File: src/rtl/fifo_to_mem_mq_if.sv
// rtl/fifo_to_mem_mq_if.sv - FIFO pop and memory write bus bundle for fifo_to_mem_mq
// Purpose: groups the packet FIFO read side and the burst memory write side.
// Signals:
//   fifo_rd_en (pop), fifo_data, fifo_qid, fifo_eop, fifo_empty
//   mem_ad_w_n / mem_d_w_n (active-low strobes), mem_wr_full (backpressure),
//   mem_ad_wr (burst address), mem_bwl_n / mem_bwh_n (byte-write strobes),
//   mem_dwl / mem_dwh (low / high data halves)
// Modports: master = writer block, slave = FIFO + memory side.
interface fifo_to_mem_mq_if #(
  parameter int NUM_QUEUES_BITS = 2,
  parameter int FIFO_DATA_WIDTH = 144,
  parameter int MEM_ADDR_WIDTH  = 19,
  parameter int MEM_DATA_WIDTH  = FIFO_DATA_WIDTH / 2,
  parameter int MEM_BW_WIDTH    = 4
);
  logic                       fifo_rd_en;
  logic [FIFO_DATA_WIDTH-1:0] fifo_data;
  logic [NUM_QUEUES_BITS-1:0] fifo_qid;
  logic                       fifo_eop;
  logic                       fifo_empty;
  logic                       mem_ad_w_n;
  logic                       mem_d_w_n;
  logic                       mem_wr_full;
  logic [MEM_ADDR_WIDTH-1:0]  mem_ad_wr;
  logic [MEM_BW_WIDTH-1:0]    mem_bwl_n;
  logic [MEM_BW_WIDTH-1:0]    mem_bwh_n;
  logic [MEM_DATA_WIDTH-1:0]  mem_dwl;
  logic [MEM_DATA_WIDTH-1:0]  mem_dwh;

  modport master (
    output fifo_rd_en,
    input  fifo_data, fifo_qid, fifo_eop, fifo_empty,
    output mem_ad_w_n, mem_d_w_n, mem_ad_wr, mem_bwl_n, mem_bwh_n, mem_dwl, mem_dwh,
    input  mem_wr_full
  );

  modport slave (
    input  fifo_rd_en,
    output fifo_data, fifo_qid, fifo_eop, fifo_empty,
    input  mem_ad_w_n, mem_d_w_n, mem_ad_wr, mem_bwl_n, mem_bwh_n, mem_dwl, mem_dwh,
    output mem_wr_full
  );
endinterface

File: src/rtl/fifo_to_mem_mq.sv
// rtl/fifo_to_mem_mq.sv - multi-queue packet FIFO to burst-of-4 memory writer
// Purpose: pops packet words tagged with a queue id and writes them into that
// queue's memory region; two consecutive words share one address strobe, and
// odd-length packets get a masked pad beat so every packet ends on a burst.
// Ports:
//   clk, rst_n            clock, asynchronous active-low reset
//   bus                   FIFO pop side + memory write side (master modport)
//   q_addr_low/q_addr_high per-queue burst-address region [low,high)
//   q_enable, q_wrap      per-queue enable and ring mode
//   sw_enable             0 idles the block and reloads pointers/counters
//   cal_done              memory calibrated; 0 stalls
//   q_commit_ptr          per-queue word pointer after last committed packet
//   q_pkt_cnt, q_drop_cnt per-queue saturating packet / overflow-drop counts
module fifo_to_mem_mq #(
  parameter int NUM_QUEUES      = 4,
  parameter int NUM_QUEUES_BITS = (NUM_QUEUES > 1) ? $clog2(NUM_QUEUES) : 1,
  parameter int FIFO_DATA_WIDTH = 144,
  parameter int MEM_ADDR_WIDTH  = 19,
  parameter int MEM_DATA_WIDTH  = FIFO_DATA_WIDTH / 2,
  parameter int MEM_BW_WIDTH    = 4
) (
  input  logic                                    clk,
  input  logic                                    rst_n,
  fifo_to_mem_mq_if.master                        bus,
  input  logic [NUM_QUEUES*MEM_ADDR_WIDTH-1:0]    q_addr_low,
  input  logic [NUM_QUEUES*MEM_ADDR_WIDTH-1:0]    q_addr_high,
  input  logic [NUM_QUEUES-1:0]                   q_enable,
  input  logic [NUM_QUEUES-1:0]                   q_wrap,
  input  logic                                    sw_enable,
  input  logic                                    cal_done,
  output logic [NUM_QUEUES*(MEM_ADDR_WIDTH+1)-1:0] q_commit_ptr,
  output logic [NUM_QUEUES*32-1:0]                q_pkt_cnt,
  output logic [NUM_QUEUES*32-1:0]                q_drop_cnt
);
  localparam int PW = MEM_ADDR_WIDTH + 1;

  typedef enum logic [1:0] {IDLE, PKT, PAD, DROP} state_t;

  state_t                     state_q;
  logic [NUM_QUEUES_BITS-1:0] lock_q;
  logic [PW-1:0]              wp_q       [NUM_QUEUES];
  logic [PW-1:0]              cp_q       [NUM_QUEUES];
  logic [31:0]                pkt_cnt_q  [NUM_QUEUES];
  logic [31:0]                drop_cnt_q [NUM_QUEUES];

  logic [NUM_QUEUES_BITS-1:0] qid, qsel;
  logic                       qid_ok, q_on, go, at_end;
  logic                       wr_word, discard, pad_go, drop_pop;
  logic [PW-1:0]              reg_low, reg_end, wp_cur, wp_wr, wp_inc;

  function automatic logic [31:0] sat_inc(input logic [31:0] v);
    return (v == 32'hFFFF_FFFF) ? v : v + 32'd1;
  endfunction

  // In IDLE the queue comes from the FIFO head; afterwards it is locked for
  // the rest of the packet. Out-of-range ids are treated as disabled queues.
  always_comb begin
    qid      = (state_q == IDLE) ? bus.fifo_qid : lock_q;
    qid_ok   = int'(qid) < NUM_QUEUES;
    qsel     = qid_ok ? qid : '0;
    reg_low  = {q_addr_low[int'(qsel)*MEM_ADDR_WIDTH +: MEM_ADDR_WIDTH], 1'b0};
    reg_end  = {q_addr_high[int'(qsel)*MEM_ADDR_WIDTH +: MEM_ADDR_WIDTH], 1'b0};
    wp_cur   = wp_q[qsel];
    at_end   = (wp_cur == reg_end);
    // Ring queues restart at the region base without losing the word.
    wp_wr    = at_end ? reg_low : wp_cur;
    wp_inc   = wp_wr + 1'b1;
    q_on     = qid_ok && q_enable[qsel];
    go       = rst_n && sw_enable && cal_done && !bus.fifo_empty && !bus.mem_wr_full;
    wr_word  = go && ((state_q == PKT) || ((state_q == IDLE) && q_on));
    discard  = wr_word && at_end && !q_wrap[qsel];
    pad_go   = rst_n && sw_enable && cal_done && !bus.mem_wr_full && (state_q == PAD);
    // Dropping ignores memory backpressure since nothing is written.
    drop_pop = rst_n && sw_enable && cal_done && !bus.fifo_empty && (state_q == DROP);
    bus.fifo_rd_en = wr_word || drop_pop;
  end

  always_ff @(posedge clk or negedge rst_n) begin
    if (!rst_n) begin
      state_q        <= IDLE;
      lock_q         <= '0;
      bus.mem_ad_w_n <= 1'b1;
      bus.mem_d_w_n  <= 1'b1;
      bus.mem_ad_wr  <= '0;
      bus.mem_bwl_n  <= '0;
      bus.mem_bwh_n  <= '0;
      bus.mem_dwl    <= '0;
      bus.mem_dwh    <= '0;
      for (int i = 0; i < NUM_QUEUES; i++) begin
        wp_q[i]       <= '0;
        cp_q[i]       <= '0;
        pkt_cnt_q[i]  <= '0;
        drop_cnt_q[i] <= '0;
      end
    end else if (!sw_enable) begin
      state_q        <= IDLE;
      bus.mem_ad_w_n <= 1'b1;
      bus.mem_d_w_n  <= 1'b1;
      for (int i = 0; i < NUM_QUEUES; i++) begin
        wp_q[i]       <= {q_addr_low[i*MEM_ADDR_WIDTH +: MEM_ADDR_WIDTH], 1'b0};
        cp_q[i]       <= {q_addr_low[i*MEM_ADDR_WIDTH +: MEM_ADDR_WIDTH], 1'b0};
        pkt_cnt_q[i]  <= '0;
        drop_cnt_q[i] <= '0;
      end
    end else begin
      bus.mem_ad_w_n <= 1'b1;
      bus.mem_d_w_n  <= 1'b1;

      if ((state_q == IDLE) && go) begin
        lock_q <= qsel;
        // Disabled queue: leave the word in the FIFO; DROP consumes it.
        if (!q_on) state_q <= DROP;
      end

      if (wr_word) begin
        if (discard) begin
          // Region full: abandon the partial packet back to the last commit.
          wp_q[qsel]       <= cp_q[qsel];
          drop_cnt_q[qsel] <= sat_inc(drop_cnt_q[qsel]);
          state_q          <= bus.fifo_eop ? IDLE : DROP;
        end else begin
          bus.mem_ad_w_n <= wp_wr[0];
          bus.mem_d_w_n  <= 1'b0;
          if (!wp_wr[0]) bus.mem_ad_wr <= wp_wr[PW-1:1];
          bus.mem_dwl    <= bus.fifo_data[MEM_DATA_WIDTH-1:0];
          bus.mem_dwh    <= bus.fifo_data[MEM_DATA_WIDTH +: MEM_DATA_WIDTH];
          bus.mem_bwl_n  <= '0;
          bus.mem_bwh_n  <= '0;
          wp_q[qsel]     <= wp_inc;
          if (!bus.fifo_eop) begin
            state_q <= PKT;
          end else if (wp_inc[0]) begin
            state_q <= PAD;
          end else begin
            cp_q[qsel]      <= wp_inc;
            pkt_cnt_q[qsel] <= sat_inc(pkt_cnt_q[qsel]);
            state_q         <= IDLE;
          end
        end
      end

      // Pad beat completes the burst; its pointer is odd so it never hits the
      // (even) region end.
      if (pad_go) begin
        bus.mem_d_w_n   <= 1'b0;
        bus.mem_dwl     <= '0;
        bus.mem_dwh     <= '0;
        bus.mem_bwl_n   <= '1;
        bus.mem_bwh_n   <= '1;
        wp_q[qsel]      <= wp_cur + 1'b1;
        cp_q[qsel]      <= wp_cur + 1'b1;
        pkt_cnt_q[qsel] <= sat_inc(pkt_cnt_q[qsel]);
        state_q         <= IDLE;
      end

      if (drop_pop && bus.fifo_eop) state_q <= IDLE;
    end
  end

  for (genvar g = 0; g < NUM_QUEUES; g++) begin : g_status
    assign q_commit_ptr[g*PW +: PW] = cp_q[g];
    assign q_pkt_cnt[g*32 +: 32]    = pkt_cnt_q[g];
    assign q_drop_cnt[g*32 +: 32]   = drop_cnt_q[g];
  end
endmodule
File: src/flat_wrapper.sv
// flat-port wrapper written by rule: the top's interface ports become plain ports
module fifo_to_mem_mq_flat 
#(
  parameter int NUM_QUEUES      = 4,
  parameter int NUM_QUEUES_BITS = (NUM_QUEUES > 1) ? $clog2(NUM_QUEUES) : 1,
  parameter int FIFO_DATA_WIDTH = 144,
  parameter int MEM_ADDR_WIDTH  = 19,
  parameter int MEM_DATA_WIDTH  = FIFO_DATA_WIDTH / 2,
  parameter int MEM_BW_WIDTH    = 4
)
  (clk, rst_n, q_addr_low, q_addr_high, q_enable, q_wrap, sw_enable, cal_done, q_commit_ptr, q_pkt_cnt, q_drop_cnt, bus_fifo_rd_en, bus_fifo_data, bus_fifo_qid, bus_fifo_eop, bus_fifo_empty, bus_mem_ad_w_n, bus_mem_d_w_n, bus_mem_ad_wr, bus_mem_bwl_n, bus_mem_bwh_n, bus_mem_dwl, bus_mem_dwh, bus_mem_wr_full);
  fifo_to_mem_mq_if #(.NUM_QUEUES_BITS(NUM_QUEUES_BITS), .FIFO_DATA_WIDTH(FIFO_DATA_WIDTH), .MEM_ADDR_WIDTH(MEM_ADDR_WIDTH), .MEM_DATA_WIDTH(MEM_DATA_WIDTH), .MEM_BW_WIDTH(MEM_BW_WIDTH)) bus_i ();
  input  logic clk;
  input  logic rst_n;
  input  logic [NUM_QUEUES*MEM_ADDR_WIDTH-1:0] q_addr_low;
  input  logic [NUM_QUEUES*MEM_ADDR_WIDTH-1:0] q_addr_high;
  input  logic [NUM_QUEUES-1:0] q_enable;
  input  logic [NUM_QUEUES-1:0] q_wrap;
  input  logic sw_enable;
  input  logic cal_done;
  output logic [NUM_QUEUES*(MEM_ADDR_WIDTH+1)-1:0] q_commit_ptr;
  output logic [NUM_QUEUES*32-1:0] q_pkt_cnt;
  output logic [NUM_QUEUES*32-1:0] q_drop_cnt;
  output wire logic [$bits(bus_i.fifo_rd_en)-1:0] bus_fifo_rd_en;
  input wire logic [$bits(bus_i.fifo_data)-1:0] bus_fifo_data;
  input wire logic [$bits(bus_i.fifo_qid)-1:0] bus_fifo_qid;
  input wire logic [$bits(bus_i.fifo_eop)-1:0] bus_fifo_eop;
  input wire logic [$bits(bus_i.fifo_empty)-1:0] bus_fifo_empty;
  output wire logic [$bits(bus_i.mem_ad_w_n)-1:0] bus_mem_ad_w_n;
  output wire logic [$bits(bus_i.mem_d_w_n)-1:0] bus_mem_d_w_n;
  output wire logic [$bits(bus_i.mem_ad_wr)-1:0] bus_mem_ad_wr;
  output wire logic [$bits(bus_i.mem_bwl_n)-1:0] bus_mem_bwl_n;
  output wire logic [$bits(bus_i.mem_bwh_n)-1:0] bus_mem_bwh_n;
  output wire logic [$bits(bus_i.mem_dwl)-1:0] bus_mem_dwl;
  output wire logic [$bits(bus_i.mem_dwh)-1:0] bus_mem_dwh;
  input wire logic [$bits(bus_i.mem_wr_full)-1:0] bus_mem_wr_full;
  assign bus_fifo_rd_en = bus_i.fifo_rd_en;
  assign bus_i.fifo_data = bus_fifo_data;
  assign bus_i.fifo_qid = bus_fifo_qid;
  assign bus_i.fifo_eop = bus_fifo_eop;
  assign bus_i.fifo_empty = bus_fifo_empty;
  assign bus_mem_ad_w_n = bus_i.mem_ad_w_n;
  assign bus_mem_d_w_n = bus_i.mem_d_w_n;
  assign bus_mem_ad_wr = bus_i.mem_ad_wr;
  assign bus_mem_bwl_n = bus_i.mem_bwl_n;
  assign bus_mem_bwh_n = bus_i.mem_bwh_n;
  assign bus_mem_dwl = bus_i.mem_dwl;
  assign bus_mem_dwh = bus_i.mem_dwh;
  assign bus_i.mem_wr_full = bus_mem_wr_full;
  fifo_to_mem_mq #(.NUM_QUEUES(NUM_QUEUES), .NUM_QUEUES_BITS(NUM_QUEUES_BITS), .FIFO_DATA_WIDTH(FIFO_DATA_WIDTH), .MEM_ADDR_WIDTH(MEM_ADDR_WIDTH), .MEM_DATA_WIDTH(MEM_DATA_WIDTH), .MEM_BW_WIDTH(MEM_BW_WIDTH)) u_core (.clk(clk), .rst_n(rst_n), .bus(bus_i), .q_addr_low(q_addr_low), .q_addr_high(q_addr_high), .q_enable(q_enable), .q_wrap(q_wrap), .sw_enable(sw_enable), .cal_done(cal_done), .q_commit_ptr(q_commit_ptr), .q_pkt_cnt(q_pkt_cnt), .q_drop_cnt(q_drop_cnt));
endmodule
File: config.mk
export PLATFORM = sky130hd
export DESIGN_NAME = fifo_to_mem_mq_flat
export DESIGN_NICKNAME = d
export VERILOG_FILES = /design/src/rtl/fifo_to_mem_mq_if.sv /design/src/rtl/fifo_to_mem_mq.sv /design/src/flat_wrapper.sv
export SDC_FILE = /design/constraint.sdc
export NUM_CORES = 2
export LEC_CHECK = 0
export BUFFER_PORTS_ARGS = -buffer_cell sky130_fd_sc_hd__buf_2
export CORE_AREA = 2 2 320 322
export CTS_CLUSTER_DIAMETER = 150
export DETAILED_ROUTE_END_ITERATION = 7
export DIE_AREA = 0 0 322 324
export GPL_ROUTABILITY_DRIVEN = 0
export PLACE_DENSITY = 0.56
export SYNTH_ARGS = -nofsm -noshare
export SYNTH_HDL_FRONTEND = slang
export SYNTH_SLANG_ARGS = --single-unit
File: constraint.sdc
create_clock -name clk -period 6.5 [get_ports clk]
set_clock_uncertainty 0.2 [all_clocks]
set_input_delay 1.95 -clock clk [delete_from_list [all_inputs] [get_ports clk]]
set_output_delay 1.95 -clock clk [all_outputs]
set_load 0.05 [all_outputs]
==> impl_metrics.prom <==
# TYPE chip_impl_metric gauge
chip_impl_metric{name="synth-seq-area-share",unit="%"} 43.07
chip_impl_info{name="most-common-layout-cells",value="buf_2, nand2_1, dfrtp_1"} 1
chip_impl_metric{name="placed_cell_area",unit="um^2"} 39850
chip_impl_metric{name="vdd.ir_drop.worst",unit="uV"} 240.2
chip_impl_metric{name="worst_setup_hold_path_clk_slew",unit="ns"} 0.06
chip_impl_metric{name="htree_levels",unit=""} 3
chip_impl_metric{name="ff_latch_count_synth",unit=""} 586
chip_impl_info{name="critical_path.cell_chain",value="buf_2 > or3b_4 > nand2_8 > mux4_2 > nor2_1 > nor2_1 > or2_2 > buf_12"} 1
chip_impl_info{name="failing_checks",value="DRC"} 1
chip_impl_metric{name="max_freq",unit="MHz"} 163.3
chip_impl_info{name="r2r_start",value="u_core.state_q[1]"} 1
chip_impl_metric{name="number_of_setup_violations_in_the_final_report",unit=""} 0
chip_impl_metric{name="async_flop_share",unit="%"} 100.0
chip_impl_info{name="most_common_library_cell_in_the_layout_ignoring_fill_and_taps",value="buf_2"} 1
chip_impl_metric{name="worst_slew_pin_slew",unit="ns"} 1.331
chip_impl_metric{name="layout_setup_ws",unit="ns"} 0.3752
chip_impl_metric{name="synthesis.instances",unit=""} 4051
chip_impl_metric{name="static-leakage-power",unit="nW"} 19.98
chip_impl_metric{name="placement.io_buffers",unit=""} 822
chip_impl_metric{name="worst_hold_slack",unit="ns"} 0.2775
chip_impl_info{name="cts_tree",value="yes"} 1
chip_impl_metric{name="synth_fp_nets",unit=""} 4368
chip_impl_metric{name="area_delta_synth_final",unit="%"} 24.60
chip_impl_metric{name="hpwlAfterDp",unit="mm"} 132.1
chip_impl_metric{name="routed_vias",unit=""} 37555
chip_impl_metric{name="cts.sinks",unit=""} 586
chip_impl_info{name="dominantRegCellSynth",value="dfrtp_1"} 1
chip_impl_info{name="root_buffer",value="clkbuf_16"} 1
chip_impl_metric{name="groute.usage.overall",unit="%"} 33.69
chip_impl_info{name="worstHoldPathType",value="reg2reg"} 1
chip_impl_metric{name="powerDensity",unit="nW/um^2"} 277.8
chip_impl_metric{name="drt-vias-per-instance",unit=""} 6.083
chip_impl_metric{name="grt_pass1_vias",unit=""} 34868
chip_impl_metric{name="number_of_top_level_pins",unit=""} 823
chip_impl_info{name="timing.critical_path.mode_cell",value="nor2_1"} 1
chip_impl_metric{name="number_of_warnings_reported_in_the_yosys_synthesis_log",unit=""} 0
chip_impl_metric{name="setup_tns",unit="ns"} 0
chip_impl_info{name="cpMaxStageDelayCell",value="or3b_4"} 1
chip_impl_metric{name="global_route.overflow_total",unit=""} 0
chip_impl_info{name="endpoint_kind",value="primary output"} 1
chip_impl_metric{name="floorplan.initialDensity",unit="%"} 33.71
chip_impl_info{name="critical_path_class",value="in2out"} 1
chip_impl_metric{name="finalCoreUtilization",unit="%"} 42.00
chip_impl_metric{name="finalWirelength",unit="mm"} 182.0
chip_impl_metric{name="detail_route.wl_per_cell",unit="um"} 29.47
chip_impl_metric{name="floorplan.die_area",unit="um^2"} 104300
chip_impl_metric{name="finalCritPeriodShare",unit="%"} 94.23
chip_impl_info{name="setup.worst_path.start_class",value="primary input"} 1
chip_impl_metric{name="finalCriticalPeriod",unit="ns"} 6.125
chip_impl_metric{name="worst_slew_margin_rel",unit="%"} 10.93
chip_impl_metric{name="cts-resized-gates",unit=""} 0
chip_impl_info{name="critical_path.startpoint",value="bus_fifo_qid[1]"} 1
chip_impl_metric{name="mappedNetlistArea",unit="um^2"} 34050
chip_impl_metric{name="clockBufferDepth",unit=""} 3
chip_impl_metric{name="nFillCells",unit=""} 10285
chip_impl_metric{name="slew_violations",unit=""} 0
chip_impl_metric{name="number_of_enable_type_register_cells_in_the_synthesized_netlist",unit=""} 0
chip_impl_metric{name="cts.repair_timing.setup_buffer_count",unit=""} 0
chip_impl_metric{name="critPathMaxStageDelay",unit="ns"} 0.50
chip_impl_metric{name="final_hold_viol_count",unit=""} 0
chip_impl_metric{name="placement_rows",unit=""} 117
chip_impl_metric{name="post_route_cell_area",unit="um^2"} 42430
chip_impl_info{name="run_status",value="finished, violations left"} 1
chip_impl_metric{name="firstDrtPassIters",unit=""} 8
chip_impl_metric{name="grt_first_pass_wirelength",unit="mm"} 255.7
chip_impl_metric{name="holdBufCountCts",unit=""} 0
chip_impl_metric{name="die_height",unit="um"} 324
chip_impl_metric{name="dp_worst_slack",unit="ns"} 0.2448
chip_impl_metric{name="post_synth_num_cell_types",unit=""} 104
chip_impl_metric{name="cts_buffers",unit=""} 74
chip_impl_info{name="grt_setup_unrepaired",value="false"} 1
chip_impl_metric{name="critical_path_arrival",unit="ns"} 3.97
chip_impl_metric{name="design.final.nets",unit=""} 5098
chip_impl_metric{name="cap_violations",unit=""} 0
chip_impl_info{name="min-delay-start",value="u_core.bus.mem_ad_wr[16]"} 1
chip_impl_metric{name="syn_area_per_cell",unit="um^2"} 8.406
chip_impl_metric{name="route.detailed.drc",unit=""} 2
chip_impl_metric{name="core",unit="um^2"} 101000
chip_impl_metric{name="die_x",unit="um"} 322
chip_impl_metric{name="grt_max_degree",unit=""} 146
chip_impl_metric{name="route.antenna.remaining_nets",unit=""} 0
chip_impl_metric{name="cp.required",unit="ns"} 4.35
chip_impl_metric{name="first_iter_violations",unit=""} 5073
chip_impl_metric{name="layout-drive-gt1-share",unit="%"} 26.03
chip_impl_metric{name="antenna_found_initial",unit=""} 44
chip_impl_metric{name="path_max_fanout",unit=""} 24
chip_impl_metric{name="clk_latency",unit="ns"} 0.67
==> cells in the mapped netlist (56+ instances only) <==
cell	count	share of area [%]
nor3_1	58	0.85
nor2_1	194	2.1
clkbuf_1	218	2.4
o221ai_1	56	1.4
xnor2_1	78	2.0
a211oi_1	59	1.3
buf_2	65	0.96
xor2_1	67	1.7
nand2_1	736	8.1
dfrtp_1	584	43
o21ai_0	531	7.8
a21oi_1	241	3.5
nand3_1	264	3.9
and3_1	105	1.9
==> through the flow <==
step                      power (mW)  instances
after detailed placement       7.391       6014
after global routing           12.16       6160
final                          11.79       6174
after floorplan                6.252       4051
after CTS                      11.77       6146
after global placement         7.380       6014
==> area by class of cell <==
type	instances	area [um^2]	area share (%)
Clock inverter	26	356.6	0.8405
Sequential cell	586	14670	34.57
Tap cell	1309	1638	3.860
Clock buffer	106	2153	5.075
Antenna cell	28	70.07	0.1651
Multi-Input combinational cell	3086	17770	41.89
Inverter	35	133.9	0.3155
Timing Repair Buffer	998	5633	13.28
==> registers in the layout, summed over array words and instances, names as in the netlist <==
name / cells
u_core.q_drop_cnt: 128
u_core.q_pkt_cnt: 128
u_core.q_commit_ptr: 80
u_core.wp_q: 80
u_core.bus.mem_dwh: 72
u_core.bus.mem_dwl: 72
u_core.bus.mem_ad_wr: 19
u_core.lock_q: 2
u_core.state_q: 2
u_core.bus.mem_ad_w_n: 1
u_core.bus.mem_bwl_n: 1
u_core.bus.mem_d_w_n: 1
==> where the power goes <==
part	internal [mW]	total, mW	switching [mW]
sequential	3.98	4.32	0.341
clock	2.59	4.37	1.78
combinational	0.773	3.09	2.31
==> cells by family after synthesis <==
kind of cell	share of synthesized area, %
xor+xnor	3.825
flops	43.07
compound gates	24.19
fa+ha+maj	0.1470
buf+inv	5.096
simple gates	20.83
mux	2.848
==> path summary, 6_finish.rpt <==
kind / cells after the start / slack (ns) / endpoint
setup / recovery: 8 / 0.38 / bus_fifo_rd_en
hold / removal: 2 / 0.28 / u_core.bus.mem_ad_wr[16]
setup reg to reg: 19 / 1.12 / u_core.wp_q[76]
hold reg to reg: 2 / 0.28 / u_core.bus.mem_ad_wr[16]
max in group asynchronous: 4 / 2.43 / u_core.bus.mem_dwl[50]
min in group asynchronous: 1 / 0.95 / u_core.q_drop_cnt[118]
==> worst max-delay path, delay by kind of cell <==
kind	cells	cell delay [ns]
buffers and inverters	2	0.28
multiplexers	1	0.38
AND/OR/NAND/NOR	5	1.32
==> per-layer routing <==
| metal | vias up | share of wire (%) | track usage, % |
|---|---|---|---|
| li1 | 16082 | - | - |
| met1 | 18192 | 37 | 40.92 |
| met2 | 2574 | 43 | 51.02 |
| met3 | 683 | 11 | 10.58 |
| met4 | 24 | 8.3 | 23.12 |
| met5 | - | 0.085 | 0 |
Note: power is estimated with default switching activity, not from simulation.
